===== src/rtl/triangle_controller_if.sv =====
// Controller <-> shader / rasterizer signal bundle.
// The controller uses the slave modport; the environment driving it uses master.
interface triangle_controller_if #(
    parameter int unsigned FIFO_DEPTH = 4
) ();
    localparam int unsigned CNT_W = $clog2(FIFO_DEPTH) + 1;

    logic              enable;
    logic [19:0]       num_vertices;
    logic              start_doing_shading;
    logic              MVP_ready;
    logic              controller_signal_get;
    logic [19:0]       controller_which_vertice;
    logic              data_ready;
    logic [20:0]       vertice1_depth_update;
    logic [20:0]       vertice2_depth_update;
    logic [20:0]       vertice3_depth_update;
    logic [23:0]       vertice1_color_update;
    logic [23:0]       vertice2_color_update;
    logic [23:0]       vertice3_color_update;
    logic [11:0]       screen_x1_update;
    logic [11:0]       screen_x2_update;
    logic [11:0]       screen_x3_update;
    logic [11:0]       screen_y1_update;
    logic [11:0]       screen_y2_update;
    logic [11:0]       screen_y3_update;
    logic              tri_valid;
    logic              tri_ready;
    logic [206:0]      tri_data;
    logic [CNT_W-1:0]  fifo_count;
    logic              busy;
    logic              done;

    modport slave (
        input  enable, num_vertices, MVP_ready, data_ready, tri_ready,
        input  vertice1_depth_update, vertice2_depth_update, vertice3_depth_update,
        input  vertice1_color_update, vertice2_color_update, vertice3_color_update,
        input  screen_x1_update, screen_x2_update, screen_x3_update,
        input  screen_y1_update, screen_y2_update, screen_y3_update,
        output start_doing_shading, controller_signal_get, controller_which_vertice,
        output tri_valid, tri_data, fifo_count, busy, done
    );

    modport master (
        output enable, num_vertices, MVP_ready, data_ready, tri_ready,
        output vertice1_depth_update, vertice2_depth_update, vertice3_depth_update,
        output vertice1_color_update, vertice2_color_update, vertice3_color_update,
        output screen_x1_update, screen_x2_update, screen_x3_update,
        output screen_y1_update, screen_y2_update, screen_y3_update,
        input  start_doing_shading, controller_signal_get, controller_which_vertice,
        input  tri_valid, tri_data, fifo_count, busy, done
    );
endinterface


===== src/rtl/triangle_controller.sv =====
// Walks a frame's vertex list one triangle at a time through the vertex shader
// and buffers the shaded triangles in a small FIFO for the rasterizer.
module triangle_controller #(
    parameter int unsigned FIFO_DEPTH = 4
) (
    input  logic                 clk,
    input  logic                 rst,
    triangle_controller_if.slave bus
);
    localparam int unsigned PTR_W = $clog2(FIFO_DEPTH);
    localparam int unsigned CNT_W = $clog2(FIFO_DEPTH) + 1;
    localparam int unsigned IDX_W = 20;
    localparam int unsigned TRI_W = 207;

    typedef enum logic [2:0] {
        IDLE, WAIT_MVP, ISSUE, WAIT_DATA, DRAIN, DONE
    } state_e;

    state_e           state_q, state_d;
    logic [IDX_W-1:0] nv_q, nv_d;
    logic [IDX_W-1:0] base_q, base_d;
    logic [IDX_W-1:0] which_q, which_d;
    logic             get_q, get_d;
    logic             start_q, start_d;
    logic             busy_q, busy_d;
    logic             done_q, done_d;
    logic             tri_valid_q, tri_valid_d;
    logic [TRI_W-1:0] tri_data_q, tri_data_d;
    logic [PTR_W-1:0] wr_ptr_q, wr_ptr_d;
    logic [PTR_W-1:0] rd_ptr_q, rd_ptr_d;
    logic [CNT_W-1:0] count_q, count_d;
    logic [TRI_W-1:0] mem_q [FIFO_DEPTH];

    logic             push;
    logic             pop;
    logic             slot_free;
    logic             last_tri;
    logic [TRI_W-1:0] push_data;

    // Vertex 1 in the MSBs, each vertex packed as {x, y, depth, color}.
    assign push_data = {bus.screen_x1_update, bus.screen_y1_update,
                        bus.vertice1_depth_update, bus.vertice1_color_update,
                        bus.screen_x2_update, bus.screen_y2_update,
                        bus.vertice2_depth_update, bus.vertice2_color_update,
                        bus.screen_x3_update, bus.screen_y3_update,
                        bus.vertice3_depth_update, bus.vertice3_color_update};

    always_comb begin
        state_d   = state_q;
        nv_d      = nv_q;
        base_d    = base_q;
        which_d   = which_q;
        get_d     = 1'b0;
        start_d   = 1'b0;
        push      = 1'b0;
        pop       = tri_valid_q & bus.tri_ready;
        slot_free = (count_q < CNT_W'(FIFO_DEPTH)) | pop;
        // Widened compare: no further full triangle fits after the current one.
        last_tri  = ({1'b0, base_q} + 21'd6) > {1'b0, nv_q};

        case (state_q)
            IDLE: begin
                if (bus.enable) begin
                    nv_d    = bus.num_vertices;
                    base_d  = '0;
                    start_d = 1'b1;
                    state_d = WAIT_MVP;
                end
            end
            WAIT_MVP: begin
                if (bus.MVP_ready) begin
                    state_d = (nv_q < 20'd3) ? DONE : ISSUE;
                end
            end
            ISSUE: begin
                // Only request once a FIFO slot is guaranteed for the reply.
                if (slot_free) begin
                    get_d   = 1'b1;
                    which_d = base_q;
                    state_d = WAIT_DATA;
                end
            end
            WAIT_DATA: begin
                if (bus.data_ready) begin
                    push    = 1'b1;
                    base_d  = base_q + 20'd3;
                    state_d = last_tri ? DRAIN : ISSUE;
                end
            end
            DRAIN: begin
                if (count_q == '0) begin
                    state_d = DONE;
                end
            end
            DONE:    state_d = IDLE;
            default: state_d = IDLE;
        endcase

        wr_ptr_d = push ? wr_ptr_q + PTR_W'(1) : wr_ptr_q;
        rd_ptr_d = pop  ? rd_ptr_q + PTR_W'(1) : rd_ptr_q;

        count_d = count_q;
        if (push && !pop) begin
            count_d = count_q + CNT_W'(1);
        end else if (!push && pop) begin
            count_d = count_q - CNT_W'(1);
        end

        // Head register: bypass the incoming entry when it becomes the head.
        tri_valid_d = (count_d != '0);
        tri_data_d  = tri_data_q;
        if (count_d != '0) begin
            tri_data_d = (push && (wr_ptr_q == rd_ptr_d)) ? push_data : mem_q[rd_ptr_d];
        end

        busy_d = (state_d != IDLE);
        done_d = (state_d == DONE);
    end

    always_ff @(posedge clk or posedge rst) begin
        if (rst) begin
            state_q     <= IDLE;
            nv_q        <= '0;
            base_q      <= '0;
            which_q     <= '0;
            get_q       <= 1'b0;
            start_q     <= 1'b0;
            busy_q      <= 1'b0;
            done_q      <= 1'b0;
            tri_valid_q <= 1'b0;
            tri_data_q  <= '0;
            wr_ptr_q    <= '0;
            rd_ptr_q    <= '0;
            count_q     <= '0;
            for (int unsigned i = 0; i < FIFO_DEPTH; i++) begin
                mem_q[i] <= '0;
            end
        end else begin
            state_q     <= state_d;
            nv_q        <= nv_d;
            base_q      <= base_d;
            which_q     <= which_d;
            get_q       <= get_d;
            start_q     <= start_d;
            busy_q      <= busy_d;
            done_q      <= done_d;
            tri_valid_q <= tri_valid_d;
            tri_data_q  <= tri_data_d;
            wr_ptr_q    <= wr_ptr_d;
            rd_ptr_q    <= rd_ptr_d;
            count_q     <= count_d;
            if (push) begin
                mem_q[wr_ptr_q] <= push_data;
            end
        end
    end

    assign bus.start_doing_shading      = start_q;
    assign bus.controller_signal_get    = get_q;
    assign bus.controller_which_vertice = which_q;
    assign bus.tri_valid                = tri_valid_q;
    assign bus.tri_data                 = tri_data_q;
    assign bus.fifo_count               = count_q;
    assign bus.busy                     = busy_q;
    assign bus.done                     = done_q;
endmodule

===== src/flat_wrapper.sv =====
// flat-port wrapper written by rule: the top's interface ports become plain ports
module triangle_controller_flat 
#(
    parameter int unsigned FIFO_DEPTH = 4
)
  (clk, rst, bus_enable, bus_num_vertices, bus_MVP_ready, bus_data_ready, bus_tri_ready, bus_vertice1_depth_update, bus_vertice2_depth_update, bus_vertice3_depth_update, bus_vertice1_color_update, bus_vertice2_color_update, bus_vertice3_color_update, bus_screen_x1_update, bus_screen_x2_update, bus_screen_x3_update, bus_screen_y1_update, bus_screen_y2_update, bus_screen_y3_update, bus_start_doing_shading, bus_controller_signal_get, bus_controller_which_vertice, bus_tri_valid, bus_tri_data, bus_fifo_count, bus_busy, bus_done);
  triangle_controller_if #(.FIFO_DEPTH(FIFO_DEPTH)) bus_i ();
  input  logic clk;
  input  logic rst;
  input wire logic [$bits(bus_i.enable)-1:0] bus_enable;
  input wire logic [$bits(bus_i.num_vertices)-1:0] bus_num_vertices;
  input wire logic [$bits(bus_i.MVP_ready)-1:0] bus_MVP_ready;
  input wire logic [$bits(bus_i.data_ready)-1:0] bus_data_ready;
  input wire logic [$bits(bus_i.tri_ready)-1:0] bus_tri_ready;
  input wire logic [$bits(bus_i.vertice1_depth_update)-1:0] bus_vertice1_depth_update;
  input wire logic [$bits(bus_i.vertice2_depth_update)-1:0] bus_vertice2_depth_update;
  input wire logic [$bits(bus_i.vertice3_depth_update)-1:0] bus_vertice3_depth_update;
  input wire logic [$bits(bus_i.vertice1_color_update)-1:0] bus_vertice1_color_update;
  input wire logic [$bits(bus_i.vertice2_color_update)-1:0] bus_vertice2_color_update;
  input wire logic [$bits(bus_i.vertice3_color_update)-1:0] bus_vertice3_color_update;
  input wire logic [$bits(bus_i.screen_x1_update)-1:0] bus_screen_x1_update;
  input wire logic [$bits(bus_i.screen_x2_update)-1:0] bus_screen_x2_update;
  input wire logic [$bits(bus_i.screen_x3_update)-1:0] bus_screen_x3_update;
  input wire logic [$bits(bus_i.screen_y1_update)-1:0] bus_screen_y1_update;
  input wire logic [$bits(bus_i.screen_y2_update)-1:0] bus_screen_y2_update;
  input wire logic [$bits(bus_i.screen_y3_update)-1:0] bus_screen_y3_update;
  output wire logic [$bits(bus_i.start_doing_shading)-1:0] bus_start_doing_shading;
  output wire logic [$bits(bus_i.controller_signal_get)-1:0] bus_controller_signal_get;
  output wire logic [$bits(bus_i.controller_which_vertice)-1:0] bus_controller_which_vertice;
  output wire logic [$bits(bus_i.tri_valid)-1:0] bus_tri_valid;
  output wire logic [$bits(bus_i.tri_data)-1:0] bus_tri_data;
  output wire logic [$bits(bus_i.fifo_count)-1:0] bus_fifo_count;
  output wire logic [$bits(bus_i.busy)-1:0] bus_busy;
  output wire logic [$bits(bus_i.done)-1:0] bus_done;
  assign bus_i.enable = bus_enable;
  assign bus_i.num_vertices = bus_num_vertices;
  assign bus_i.MVP_ready = bus_MVP_ready;
  assign bus_i.data_ready = bus_data_ready;
  assign bus_i.tri_ready = bus_tri_ready;
  assign bus_i.vertice1_depth_update = bus_vertice1_depth_update;
  assign bus_i.vertice2_depth_update = bus_vertice2_depth_update;
  assign bus_i.vertice3_depth_update = bus_vertice3_depth_update;
  assign bus_i.vertice1_color_update = bus_vertice1_color_update;
  assign bus_i.vertice2_color_update = bus_vertice2_color_update;
  assign bus_i.vertice3_color_update = bus_vertice3_color_update;
  assign bus_i.screen_x1_update = bus_screen_x1_update;
  assign bus_i.screen_x2_update = bus_screen_x2_update;
  assign bus_i.screen_x3_update = bus_screen_x3_update;
  assign bus_i.screen_y1_update = bus_screen_y1_update;
  assign bus_i.screen_y2_update = bus_screen_y2_update;
  assign bus_i.screen_y3_update = bus_screen_y3_update;
  assign bus_start_doing_shading = bus_i.start_doing_shading;
  assign bus_controller_signal_get = bus_i.controller_signal_get;
  assign bus_controller_which_vertice = bus_i.controller_which_vertice;
  assign bus_tri_valid = bus_i.tri_valid;
  assign bus_tri_data = bus_i.tri_data;
  assign bus_fifo_count = bus_i.fifo_count;
  assign bus_busy = bus_i.busy;
  assign bus_done = bus_i.done;
  triangle_controller #(.FIFO_DEPTH(FIFO_DEPTH)) u_core (.clk(clk), .rst(rst), .bus(bus_i));
endmodule

===== config.mk =====
export PLATFORM = sky130hd
export DESIGN_NAME = triangle_controller_flat
export DESIGN_NICKNAME = d
export VERILOG_FILES = /design/src/rtl/triangle_controller_if.sv /design/src/rtl/triangle_controller.sv /design/src/flat_wrapper.sv
export SDC_FILE = /design/constraint.sdc
export NUM_CORES = 2
export LEC_CHECK = 0
export CAP_MARGIN = 20
export CORE_MARGIN = 4
export CORE_UTILIZATION = 40
export CTS_BUF_LIST = sky130_fd_sc_hd__clkbuf_8 sky130_fd_sc_hd__clkbuf_16
export CTS_CLUSTER_SIZE = 30
export DETAILED_ROUTE_END_ITERATION = 10
export PLACE_DENSITY_LB_ADDON = 0.12
export SLEW_MARGIN = 20
export SYNTH_ARGS = -nofsm -noshare
export SYNTH_HDL_FRONTEND = slang
export SYNTH_SLANG_ARGS = --single-unit

===== constraint.sdc =====
create_clock -name clk -period 43.5 [get_ports clk]
set_input_delay 8.7 -clock clk [delete_from_list [all_inputs] [get_ports clk]]
set_output_delay 8.7 -clock clk [all_outputs]
set_load 0.02 [all_outputs]

Yosys cells after proc, flatten, opt, wreduce, memory -nomap -nowiden:

Cells that the tools add are included.

* $lt $le $gt $ge: 6
* eq/ne operators: 8
* divide/modulo/power cells: 0
* mux-type cells: 27
* add/subtract/negate cells: 6
* shift-type cells: 0
* reductions and logical operators: 14
* bitwise operators: 4
* $mul: 0

Operators with widths (count)
* $bwmux W828: 1
* $mux W207: 4
* $bmux W207 S2: 1
* $demux W207 S2: 1
* $mux W20: 2
* $pmux W20 S2: 1
* $mux W3: 9
* $add A20 B3 Y21 const B: 1
* $gt A21 B20 Y1: 1
* $add A20 B2 Y20 const B: 1
* $lt A20 B2 Y1 const B: 1
* $pmux W3 S5: 1
* $eq A3 B2 Y1 const B: 2
* $eq A3 B3 Y1 const B: 2
* $ge A3 B3 Y1 const B: 2
* $logic_not A3 Y1: 2
* $mux W1: 6
* $not A2 Y3: 2
* $reduce_bool A3 Y1: 2
* $add A2 B1 Y2 const B: 2
* $logic_and A1 B1 Y1: 4
* $ne A2 B2 Y1 const B: 2
* $reduce_and A2 Y1: 2
* $add A3 B1 Y3 const B: 1
* 11 further kinds: 12

* register bits: 1110
* memory bits (read-only): 0
* logic and storage cells: 82
* memories: 0
* output and inout bits: 235
* latch bits: 0
* bits in writable memories: 0

Depth between registers and ports, before layout:

* depth after elaboration: 7
* mapped depth: 14
* mapped depth without buffers: 13

Worst setup path before layout:

No wires, ideal clock.

* path kind: in2reg
* from: input bus_tri_ready
* to: register u_core.tri_data_q[100], in the netlist u_core.bus.tri_data[100]
* buffers on the path: 4
* stages on the path: 9
* slack: 33.197 ns
* arrival: 10.177 ns
* cells stage by stage: and2_1 buf_6 maj3_2 mux2i_1 o31a_1 buf_6 buf_2 buf_2 o21ai_2

* cells in the longest elaborated chain, start to end: 7

RTL lines
* from (decl): RTL line flat_wrapper.sv:14 `input wire logic [$bits(bus_i.tri_ready)-1:0] bus_tri_ready;`
* $and A1 B1 Y1 (*): RTL line triangle_controller.sv:56 `pop = tri_valid_q & bus.tri_ready;`
* $mux W2: RTL line triangle_controller.sv:100 `rd_ptr_d = pop ? rd_ptr_q + PTR_W'(1) : rd_ptr_q;`
* $not A2 Y3 (implied by the code): RTL line triangle_controller.sv:113 `tri_data_d = (push && (wr_ptr_q == rd_ptr_d)) ? push_data : mem_q[rd_ptr_d];`
* $bmux W207 S2: RTL line triangle_controller.sv:113
* $mux W207 (implied by the code) (2 in a row): RTL line triangle_controller.sv:113
* $mux W207: RTL line triangle_controller.sv:113
* to (signal assigned): RTL line triangle_controller.sv:148 `tri_data_q <= tri_data_d;`
* to (decl): RTL line triangle_controller.sv:28 `logic [TRI_W-1:0] tri_data_q, tri_data_d;`

Mark *: on every way between the ends. The rest lies on a longest branch, timed or not. The select of a mux whose other input is x is not followed.
A chain may end at the register's enable or synchronous reset.

Final worst setup path:

* from: input bus_data_ready
* to: register u_core.tri_data_q[30], in the netlist u_core.bus.tri_data[30]

* cells in the longest elaborated chain, start to end: 7

RTL lines
* from (decl): RTL line flat_wrapper.sv:13 `input wire logic [$bits(bus_i.data_ready)-1:0] bus_data_ready;`
* $mux W1 (*): RTL line triangle_controller.sv:84 `if (bus.data_ready) begin`
* $mux W1 (*): RTL line triangle_controller.sv:61 `case (state_q)`
* $logic_not A1 Y1: RTL line triangle_controller.sv:105 `end else if (!push && pop) begin`
* $logic_and A1 B1 Y1: RTL line triangle_controller.sv:105
* $mux W3: RTL line triangle_controller.sv:105
* $mux W3: RTL line triangle_controller.sv:103 `if (push && !pop) begin`
* $reduce_bool A3 Y1: RTL line triangle_controller.sv:112 `if (count_d != '0) begin`

Mark *: on every way between the ends. The rest lies on a longest branch, timed or not.

==> impl_metrics.toml <==
[floorplan]
die_area_sq_um = 131000
die_width_um = 362
fp.dieH_um = 362
start_util = 0.404
placementRows = 129
design.core.area_sq_um = 124000
ios = 468

[power]
leakagePower_uw = 0.0272
clockPowerShare = 0.221
power.internal_uw = 3330
ir_worst_vdd_v = 0.0000497
p_sw_uw = 1870
pwr-share-comb = 0.421
finalPower_uw = 5200
swShare = 0.360
powerDensity_nw_per_um2 = 85.6
p_seq_frac = 0.358

[timing]
period_needed_ns = 13.63
finalHoldViolations = 0
slew_violations = 0
fmax_mhz = 73.3
layout_setup_ws_ns = 29.87
tightest_slew_ns = 1.09
tns_ns = 0
period_share = 0.313
setup_viol = 0
slew_headroom = 0.270
rsz0062_at_grt = "no"
finClkSkew_ns = 0.0238

[global_routing]
grt_max_degree = 173
grt_overflow = 0
grt_pass1_wl_mm = 204
antenna_found_initial = 22
grt_pass1_vias = 33200
track_usage = 0.198

[placement]
dp_hpwl_mm = 79.0
place_ws_ns = 29.11
gp_congestion = 0.762
dp.cells = 5691
portBuffers = 467

[final_layout]
instances_no_fill = 5940
most-common-layout-cells = "dfrtp_1, mux2_2, clkdlybuf4s50_1, mux2i_1, a21oi_1"
final_common_cell = "dfrtp_1"
drive_gt1_frac = 0.343
area_growth_pct = 20.7
fin_util = 0.488
final.fill_count = 11200
fin_nets = 4450

[synthesis]
synthFlopType = "dfrtp_1"
synth_top_area_frac = 0.553
syn_area_sq_um = 50300
ys_ff_latch = 1110
synth_cell_types = 60
synthCells = 3801
ys_warn_count = 0
avgSynthCellArea_sq_um = 13.2
synthArstFlopShare = 1.00
yosysSeqAreaShare = 0.553
synthTopCellsByArea = "dfrtp_1, mux2_2, mux2i_1"
synth_edf_count = 0
synth_fp_nets = 4065
yosysTopAreaCell = "dfrtp_1"

[critical_path]
required_ns = 44.14
path_max_fanout = 62
crit_arrival_ns = 14.27
worst-setup-path-type = "in -> reg"
timing.critical_path.from_type = "input pin"
endpoint_kind = "flop"

[clock_tree]
cts_made_buffers = 130
htreeDepth = 4
root_buffer = "clkbuf_16"
holdBufCountCts = 0
cts_buffer_depth = 3
cts_tree = "built"
worstSkewPairLatency_ns = 0.72
clock-sinks = 1110
clk_pin_slew_ns = 0.06
postCtsSetupBuffers = 0
ctsResizeCount = 0

[detailed_routing]
dr_total_vias = 31900
drcViolationCount = 0
post_drt_via_cell_ratio = 5.38
drt_first_pass_iters = 5
drtIter0Drc = 1980
post_drt_wl_per_cell_um = 22.2
ant_nets = 0
drt-total-wl_mm = 132

[worst_hold_path]
holdCritPathClass = "reg -> reg"

[status]
status = "complete, no violations"

[flow_run]
max-cap-violations = 0
## synth_stat cells, drive strengths merged (3+ instances only)
| master | count |
|---|---|
| dfrtp | 1110 |
| mux2 | 848 |
| mux2i | 417 |
| nand2 | 259 |
| o21ai | 240 |
| a21oi | 225 |
| o22ai | 206 |
| buf | 170 |
| clkbuf | 97 |
| inv | 37 |
| ha | 31 |
| nor2 | 29 |
| xnor2 | 20 |
| nand3 | 16 |
| nand4 | 11 |
| xor2 | 9 |
| nor4 | 8 |
| nor3 | 7 |
| and3 | 6 |
| o211ai | 4 |
| o31ai | 4 |
| or3 | 4 |
| and2 | 3 |
| and4 | 3 |
| nor2b | 3 |
| o21a | 3 |
## per-layer routing
metal | up-vias | track usage | part of all wire
met1 | 16500 | 0.275 | 0.47
met3 | 179 | 0.0335 | 0.038
met2 | 574 | 0.320 | 0.47
met5 | - | 0 | 0.00058
met4 | 10 | 0.0572 | 0.021
li1 | 14700 | - | -
## critical path, cell delays in order
cell and delay [ns]:
clkdlybuf4s50_1 0.52, and4b_1 0.51, maj3_2 0.41, mux2i_1 0.19
o31a_2 0.34, buf_4 0.65, buf_4 0.89, buf_4 0.83
buf_4 0.83, nand2_2 0.11, o21ai_2 0.08
## power groups by stage
stage | logic (uW) | clock network (uW) | registers (uW)
floorplan | 1530 | 0 | 1910
global placement | 2180 | 0 | 1860
detailed placement | 2220 | 0 | 1880
CTS | 2220 | 1180 | 1860
global route | 2390 | 1220 | 1920
finish | 2190 | 1150 | 1860
## state kept, by name, indices dropped and copies added, names as in the netlist
name / cells
u_core.bus.busy: 1
u_core.bus.tri_data: 207
u_core.bus.tri_valid: 1
u_core.bus.start_doing_shading: 1
u_core.bus.fifo_count: 3
u_core.bus.controller_signal_get: 1
u_core.bus.controller_which_vertice: 20
u_core.nv_q: 20
u_core.wr_ptr_q: 2
u_core.state_q: 3
u_core.rd_ptr_q: 2
u_core.base_q: 20
u_core.bus.done: 1
u_core.mem_q: 828
## cell families after synthesis
kind of cell / after synthesis / share of synthesized area
buf+inv: 304 / 0.0325
mux: 1265 / 0.273
xor+xnor: 29 / 0.00520
fa+ha+maj: 33 / 0.00816
simple gates: 356 / 0.0386
compound gates: 704 / 0.0899
flops: 1110 / 0.553
## metrics by stage
step	hold slack (ns)	cell area, sq um
detailed placement	0.470	56100
finish	0.478	60700
global placement	0.463	56100
floorplan	0.472	50300
global route	0.497	60700
CTS	0.482	60700
## layout make-up
type	instances	area [sq um]	area share
well taps	1637	2050	0.0337
clock buffers	169	3850	0.0634
diodes	14	35.0	0.000577
repair buffers	520	5150	0.0849
inverters	37	146	0.00241
multi-input cells	2387	20900	0.345
flip-flops and latches	1110	27800	0.458
clock inverters	66	734	0.0121
## final timing paths
| path | startpoint | end | slack (ns) | cells past startpoint |
|---|---|---|---|---|
| max | bus_data_ready | u_core.bus.tri_data[30] | 29.87 | 11 |
| min reg2reg | u_core.bus.tri_data[38] | u_core.bus.tri_data[38] | 0.48 | 2 |
| max reg2reg | u_core.state_q[1] | u_core.bus.tri_data[30] | 37.80 | 10 |
| min | u_core.bus.tri_data[38] | u_core.bus.tri_data[38] | 0.48 | 2 |
| min in group asynchronous | rst | u_core.nv_q[9] | 8.53 | 2 |
| max in group asynchronous | rst | u_core.mem_q[18] | 31.79 | 5 |
(Power assumes the default switching activity.)
